`src/rtl/imem_ctrl_pkg.sv`:
```
// -----------------------------------------------------------------------------
// imem_ctrl_pkg
// Shared definitions for the instruction-memory controller: controller state
// encoding, the NOP instruction driven whenever no fetch response is valid,
// and the default memory geometry.
// -----------------------------------------------------------------------------
package imem_ctrl_pkg;

   localparam int          DEPTH_DEF = 64;
   localparam int          AW_DEF    = 6;
   localparam logic [31:0] NOP       = 32'h0000_0000;

   typedef enum logic [1:0] {
      ST_IDLE  = 2'd0,
      ST_LOAD  = 2'd1,
      ST_RUN   = 2'd2,
      ST_FAULT = 2'd3
   } state_e;

endpackage

```
`src/rtl/imem_ctrl.sv`:
```
// -----------------------------------------------------------------------------
// imem_ctrl
// Controller in front of an external single-port-write / synchronous-read
// instruction memory. It loads a program from a streaming loader, then serves
// instruction fetches with a fixed one-cycle latency, and traps on misaligned
// or out-of-range fetch addresses.
//
// Ports
//   clk, rst                 clock, synchronous active-high reset
//   run_en                   IDLE: start fetch service without loading
//   ld_start, ld_len         begin a program load of ld_len words (0 = DEPTH)
//   ld_valid, ld_data        loader word handshake / data
//   ld_ready                 controller accepts a load word this cycle
//   ld_done                  one-cycle pulse after the last load word
//   if_req, if_addr          fetch request / byte PC address
//   if_valid, if_instr       fetch response / instruction (NOP when invalid)
//   stall                    pipeline must hold PC and IF/ID
//   fault, fault_addr        sticky fetch fault / captured PC
//   mem_we, mem_waddr,
//   mem_wdata                memory write port
//   mem_raddr, mem_rdata     memory read port (data one cycle after address)
// -----------------------------------------------------------------------------
module imem_ctrl
   import imem_ctrl_pkg::*;
#(
   parameter int DEPTH = DEPTH_DEF,
   parameter int AW    = AW_DEF
) (
   input  logic          clk,
   input  logic          rst,
   input  logic          run_en,
   input  logic          ld_start,
   input  logic [6:0]    ld_len,
   input  logic          ld_valid,
   input  logic [31:0]   ld_data,
   output logic          ld_ready,
   output logic          ld_done,
   input  logic          if_req,
   input  logic [31:0]   if_addr,
   output logic          if_valid,
   output logic [31:0]   if_instr,
   output logic          stall,
   output logic          fault,
   output logic [31:0]   fault_addr,
   output logic          mem_we,
   output logic [AW-1:0] mem_waddr,
   output logic [31:0]   mem_wdata,
   output logic [AW-1:0] mem_raddr,
   input  logic [31:0]   mem_rdata
);

   localparam int LW = AW + 1;

   state_e        state_r;
   logic [AW-1:0] wcnt_r;
   logic [LW-1:0] len_r;
   logic          fault_r;
   logic [31:0]   fault_addr_r;
   logic          ld_done_r;
   logic          if_valid_r;

   logic          addr_ok_s;
   logic          last_s;
   logic          load_s;
   logic [LW-1:0] len_sel_s;

   // A fetch address is usable only if word aligned and inside the memory.
   function automatic logic addr_ok(input logic [31:0] a);
      return (a[1:0] == 2'b00) && ((a >> (AW + 2)) == 32'd0);
   endfunction

   // Requested load length; zero (and anything beyond the memory) means a full load.
   function automatic logic [LW-1:0] len_sel(input logic [6:0] n);
      if ((n == 7'd0) || ({25'd0, n} > $unsigned(DEPTH))) begin
         return LW'(DEPTH);
      end else begin
         return LW'(n);
      end
   endfunction

   // Request qualification and end-of-load detection.
   always_comb begin
      addr_ok_s = addr_ok(if_addr);
      len_sel_s = len_sel(ld_len);
      last_s    = ({1'b0, wcnt_r} == (len_r - LW'(1)));
      if ((state_r == ST_LOAD) && !rst) begin
         load_s = 1'b1;
      end else begin
         load_s = 1'b0;
      end
   end

   // Controller FSM with its registered status outputs.
   always_ff @(posedge clk) begin
      if (rst) begin
         state_r      <= ST_IDLE;
         wcnt_r       <= {AW{1'b0}};
         len_r        <= LW'(DEPTH);
         fault_r      <= 1'b0;
         fault_addr_r <= 32'h0000_0000;
         ld_done_r    <= 1'b0;
         if_valid_r   <= 1'b0;
      end else begin
         ld_done_r  <= 1'b0;
         if_valid_r <= 1'b0;
         case (state_r)
            ST_IDLE: begin
               if (ld_start) begin
                  state_r <= ST_LOAD;
                  len_r   <= len_sel_s;
                  wcnt_r  <= {AW{1'b0}};
               end else if (run_en) begin
                  state_r <= ST_RUN;
               end else begin
                  state_r <= ST_IDLE;
               end
            end
            ST_LOAD: begin
               // ld_start is deliberately not looked at here.
               if (ld_valid) begin
                  if (last_s) begin
                     wcnt_r    <= {AW{1'b0}};
                     ld_done_r <= 1'b1;
                     state_r   <= ST_RUN;
                  end else begin
                     wcnt_r <= wcnt_r + AW'(1);
                  end
               end else begin
                  wcnt_r <= wcnt_r;
               end
            end
            ST_RUN: begin
               // A reload wins over a same-cycle fetch, which is dropped.
               if (ld_start) begin
                  state_r <= ST_LOAD;
                  len_r   <= len_sel_s;
                  wcnt_r  <= {AW{1'b0}};
               end else if (if_req) begin
                  if (addr_ok_s) begin
                     if_valid_r <= 1'b1;
                  end else begin
                     state_r      <= ST_FAULT;
                     fault_r      <= 1'b1;
                     fault_addr_r <= if_addr;
                  end
               end else begin
                  state_r <= ST_RUN;
               end
            end
            ST_FAULT: begin
               if (ld_start) begin
                  state_r <= ST_LOAD;
                  len_r   <= len_sel_s;
                  wcnt_r  <= {AW{1'b0}};
                  fault_r <= 1'b0;
               end else begin
                  state_r <= ST_FAULT;
               end
            end
            default: begin
               state_r <= ST_IDLE;
               fault_r <= 1'b0;
               wcnt_r  <= {AW{1'b0}};
            end
         endcase
      end
   end

   assign ld_ready   = load_s;
   assign ld_done    = ld_done_r;
   assign stall      = (state_r != ST_RUN);
   assign fault      = fault_r;
   assign fault_addr = fault_addr_r;
   assign if_valid   = if_valid_r;
   // Memory data is already registered inside the RAM; mask it to NOP so no
   // stale word leaks out when there is no response.
   assign if_instr   = if_valid_r ? mem_rdata : NOP;

   assign mem_we     = load_s && ld_valid;
   assign mem_waddr  = wcnt_r;
   assign mem_wdata  = ld_data;
   assign mem_raddr  = if_addr[AW+1:2];

endmodule

```
`config.mk`:
```
export PLATFORM = sky130hd
export DESIGN_NAME = imem_ctrl
export DESIGN_NICKNAME = d
export VERILOG_FILES = /design/src/rtl/imem_ctrl_pkg.sv /design/src/rtl/imem_ctrl.sv
export SDC_FILE = /design/constraint.sdc
export NUM_CORES = 1
export LEC_CHECK = 0
export BUFFER_PORTS_ARGS = -buffer_cell sky130_fd_sc_hd__buf_4
export CAP_MARGIN = 20
export CORE_MARGIN = 5
export CORE_UTILIZATION = 35
export DETAILED_ROUTE_END_ITERATION = 8
export GPL_ROUTABILITY_DRIVEN = 0
export HOLD_SLACK_MARGIN = 0.12
export PLACE_DENSITY_LB_ADDON = 0.25
export SYNTH_ARGS = -nofsm -noshare
export SYNTH_HDL_FRONTEND = slang
export SYNTH_SLANG_ARGS = --single-unit
```
`constraint.sdc`:
```
create_clock -name clk -period 2.8 [get_ports clk]
set_input_delay 0.42 -clock clk [delete_from_list [all_inputs] [get_ports clk]]
set_output_delay 0.42 -clock clk [all_outputs]
set_load 0.05 [all_outputs]
```
==> results.ini <==
[run_status]
run_status=completed

[global_routing]
overflow=0
grt_max_degree=45
grt_util_all_layers_pct=17.37
grt_pass1_vias=2619
grt_antenna_before_repair=1
grt_pass1_wl_mm=13.63

[placed_design]
portBuffers=158
placed_area_sq_mm=0.003755
hpwl_mm=7.823
pre_cts_ws_ps=589.2
place_inst=523

[synth]
yosys_warnings=0
ys_types=48
synth_edf_count=0
synth_area_sq_mm=0.002796
synth-main-ff-cell=dfxtp_1
ys_seq_area_share_pct=35.79
syn-instance-count=314
synth_seq_cells=50
ys_top_cells_by_count=dfxtp_1 (50), nor2_1 (50), buf_4 (39)
synth_top_cell_by_area=dfxtp_1
async_flop_share_pct=0
synth_nets=425
avgSynthCellArea_sq_um=8.906
synth_top_area_share_pct=35.79
yosys-top-cells-area=dfxtp_1 (36%), mux2i_1 (11%), buf_4 (10%)

[routing]
wire_per_inst_um=17.39
ant_nets=0
dr_total_vias=2586
drcViolationCount=0
dr.pass1.iters=4
vias_per_cell=4.861
drt_wl_total_mm=9.249
drt_iter0_markers=97

[final_layout]
multi_input_area_sq_mm=0.001406
area_growth_pct=38.39
final-seq-area_sq_mm=0.001001
nNetsFinal=539
fillers=769
drive_above_1_share_pct=41.96
design_area_sq_mm=0.003870
instances_no_fill=532

[run]
drv_cap=0

[worst_hold_path]
hold_path_end=state_r[0]
hold_depth=2
hold_path_startpoint=ld_valid
hold_class=primary input to flop

[floorplan]
die-area_sq_mm=0.009877
num_rows=32
coreArea_sq_mm=0.007767
top_level_ports=223
die_width_um=99.39
start_util_pct=36.00
die_h_um=99.39

[pwr]
p_leak_nw=1.982
finalPower_mw=1.525
peakVddDrop_v=0.0002640
p_per_area_mw_per_mm2=394.0

[sta]
fmax_mhz=451.8
fin_skew_ps=10.88
final_hold_viol_count=0
timing.final.ws_setup_ps=586.7
min_period_ps=2213
rsz0062_at_grt=no
worstMarginPinSlew_ps=738.1
fin_crit_sh_pct=79.05
max-slew-margin-rel_pct=50.73
drv_slew=0
fin_setup_tns_ps=0
finalSetupViolations=0

[clock_network]
cts_sinks=50
tritoncts=done
cts.htree.levels=2
ctsResizeCount=0
cts_setup_buffers=0
cts-hold-fix-buffers=0
cts_buffer_depth=2
clock_latency_ps=300
cts-buffers-inserted=5
clk_transition_reported_paths_ps=90
clockRootBuffer=clkbuf_8

[setup_path]
end_kind=flop
crit_required_ps=2980
cp_cell_sequence=inv_1, ha_1, o21ba_1, a221oi_1, o2111ai_1, o311ai_2, nor2_1
crit_family=compound AO/OA/AOI/OAI gates
critPathKind=flop to flop
crit_slowest_cell=dfxtp_1
cp-start-kind=flop
rr_worst_depth=7
r2r-start=len_r[0]
path_buf_inv=1
cp.arrival_ps=2390
crit_path_max_fanout=8
reg2reg_slack_ps=590
crit_path_max_incr_delay_ps=500
timing.rr.end=mem_waddr[5]

[per-layer routing]
layer | GRT usage [%] | share of wire (%)
met3 | 5.961 | 9.9
met1 | 16.99 | 33
met2 | 33.01 | 54
met5 | 0 | 0
met4 | 7.143 | 3.1
[how the worst max path moves through the flow]
stage                         from            to  slack, ps  depth (start not counted)
after floorplan           len_r[0]  mem_waddr[1]        850                          9
after global placement    len_r[0]  mem_waddr[1]        690                          7
after detailed placement  len_r[0]  mem_waddr[5]        590                          7
after CTS                 len_r[0]  mem_waddr[5]        580                          7
after global routing      len_r[0]  mem_waddr[5]        450                          7
final                     len_r[0]  mem_waddr[5]        590                          7
[report_power, final]
group	internal [mW]	switching [mW]
Sequential	0.724	0.0166
Combinational	0.127	0.139
Clock	0.268	0.250
[layout make-up]
cell class,instances,area share (%)
diodes,1,0.06466
multi-input cells,206,36.34
clock buffers,5,1.778
well taps,102,3.298
inverters,5,0.4850
repair buffers,160,31.04
clock inverters,3,1.132
flip-flops and latches,50,25.86
[state kept, by name, indices dropped and copies added, names as in the netlist]
signal      cells
fault           1
state_r         2
mem_waddr       6
if_valid        1
len_r           7
ld_done         1
fault_addr     32
[cells by family (layout without fill, tap and decap cells)]
group / Yosys count / after routing / synth area share, %
multiplexers: 33 / 33 / 11.86
adder cells (fa/ha/maj): 2 / 2 / 0.8947
buffers and inverters: 58 / 173 / 14.18
flip-flops: 50 / 50 / 35.79
AND/OR/NAND/NOR: 135 / 135 / 27.34
other: 0 / 1 / 0
AO/OA/AOI/OAI: 26 / 26 / 6.801
XOR/XNOR: 10 / 10 / 3.132
[metrics by stage]
step	util [%]	hold slack, ps
2_1_floorplan	-	518.9
6_report	49.82	334.3
3_5_place_dp	48.34	458.0
4_1_cts	49.79	326.0
5_1_grt	49.82	326.2
3_3_place_gp	48.34	445.7
[cells in the final DEF (no fill, tap or decap), types with 3 or more instances in the layout]
cell type / instances
nand2b_1: 3
nand4_1: 4
nor4_1: 6
mux2i_1: 32
inv_1: 5
nor3b_1: 6
xnor2_1: 4
nor3_1: 4
clkbuf_8: 5
nand3_1: 4
dfxtp_1: 50
a21oi_1: 11
xor2_1: 6
buf_4: 160
and2_1: 34
and3_1: 3
nor2_1: 50
nand2_1: 8
No activity file was read; power rests on OpenSTA's default activity.
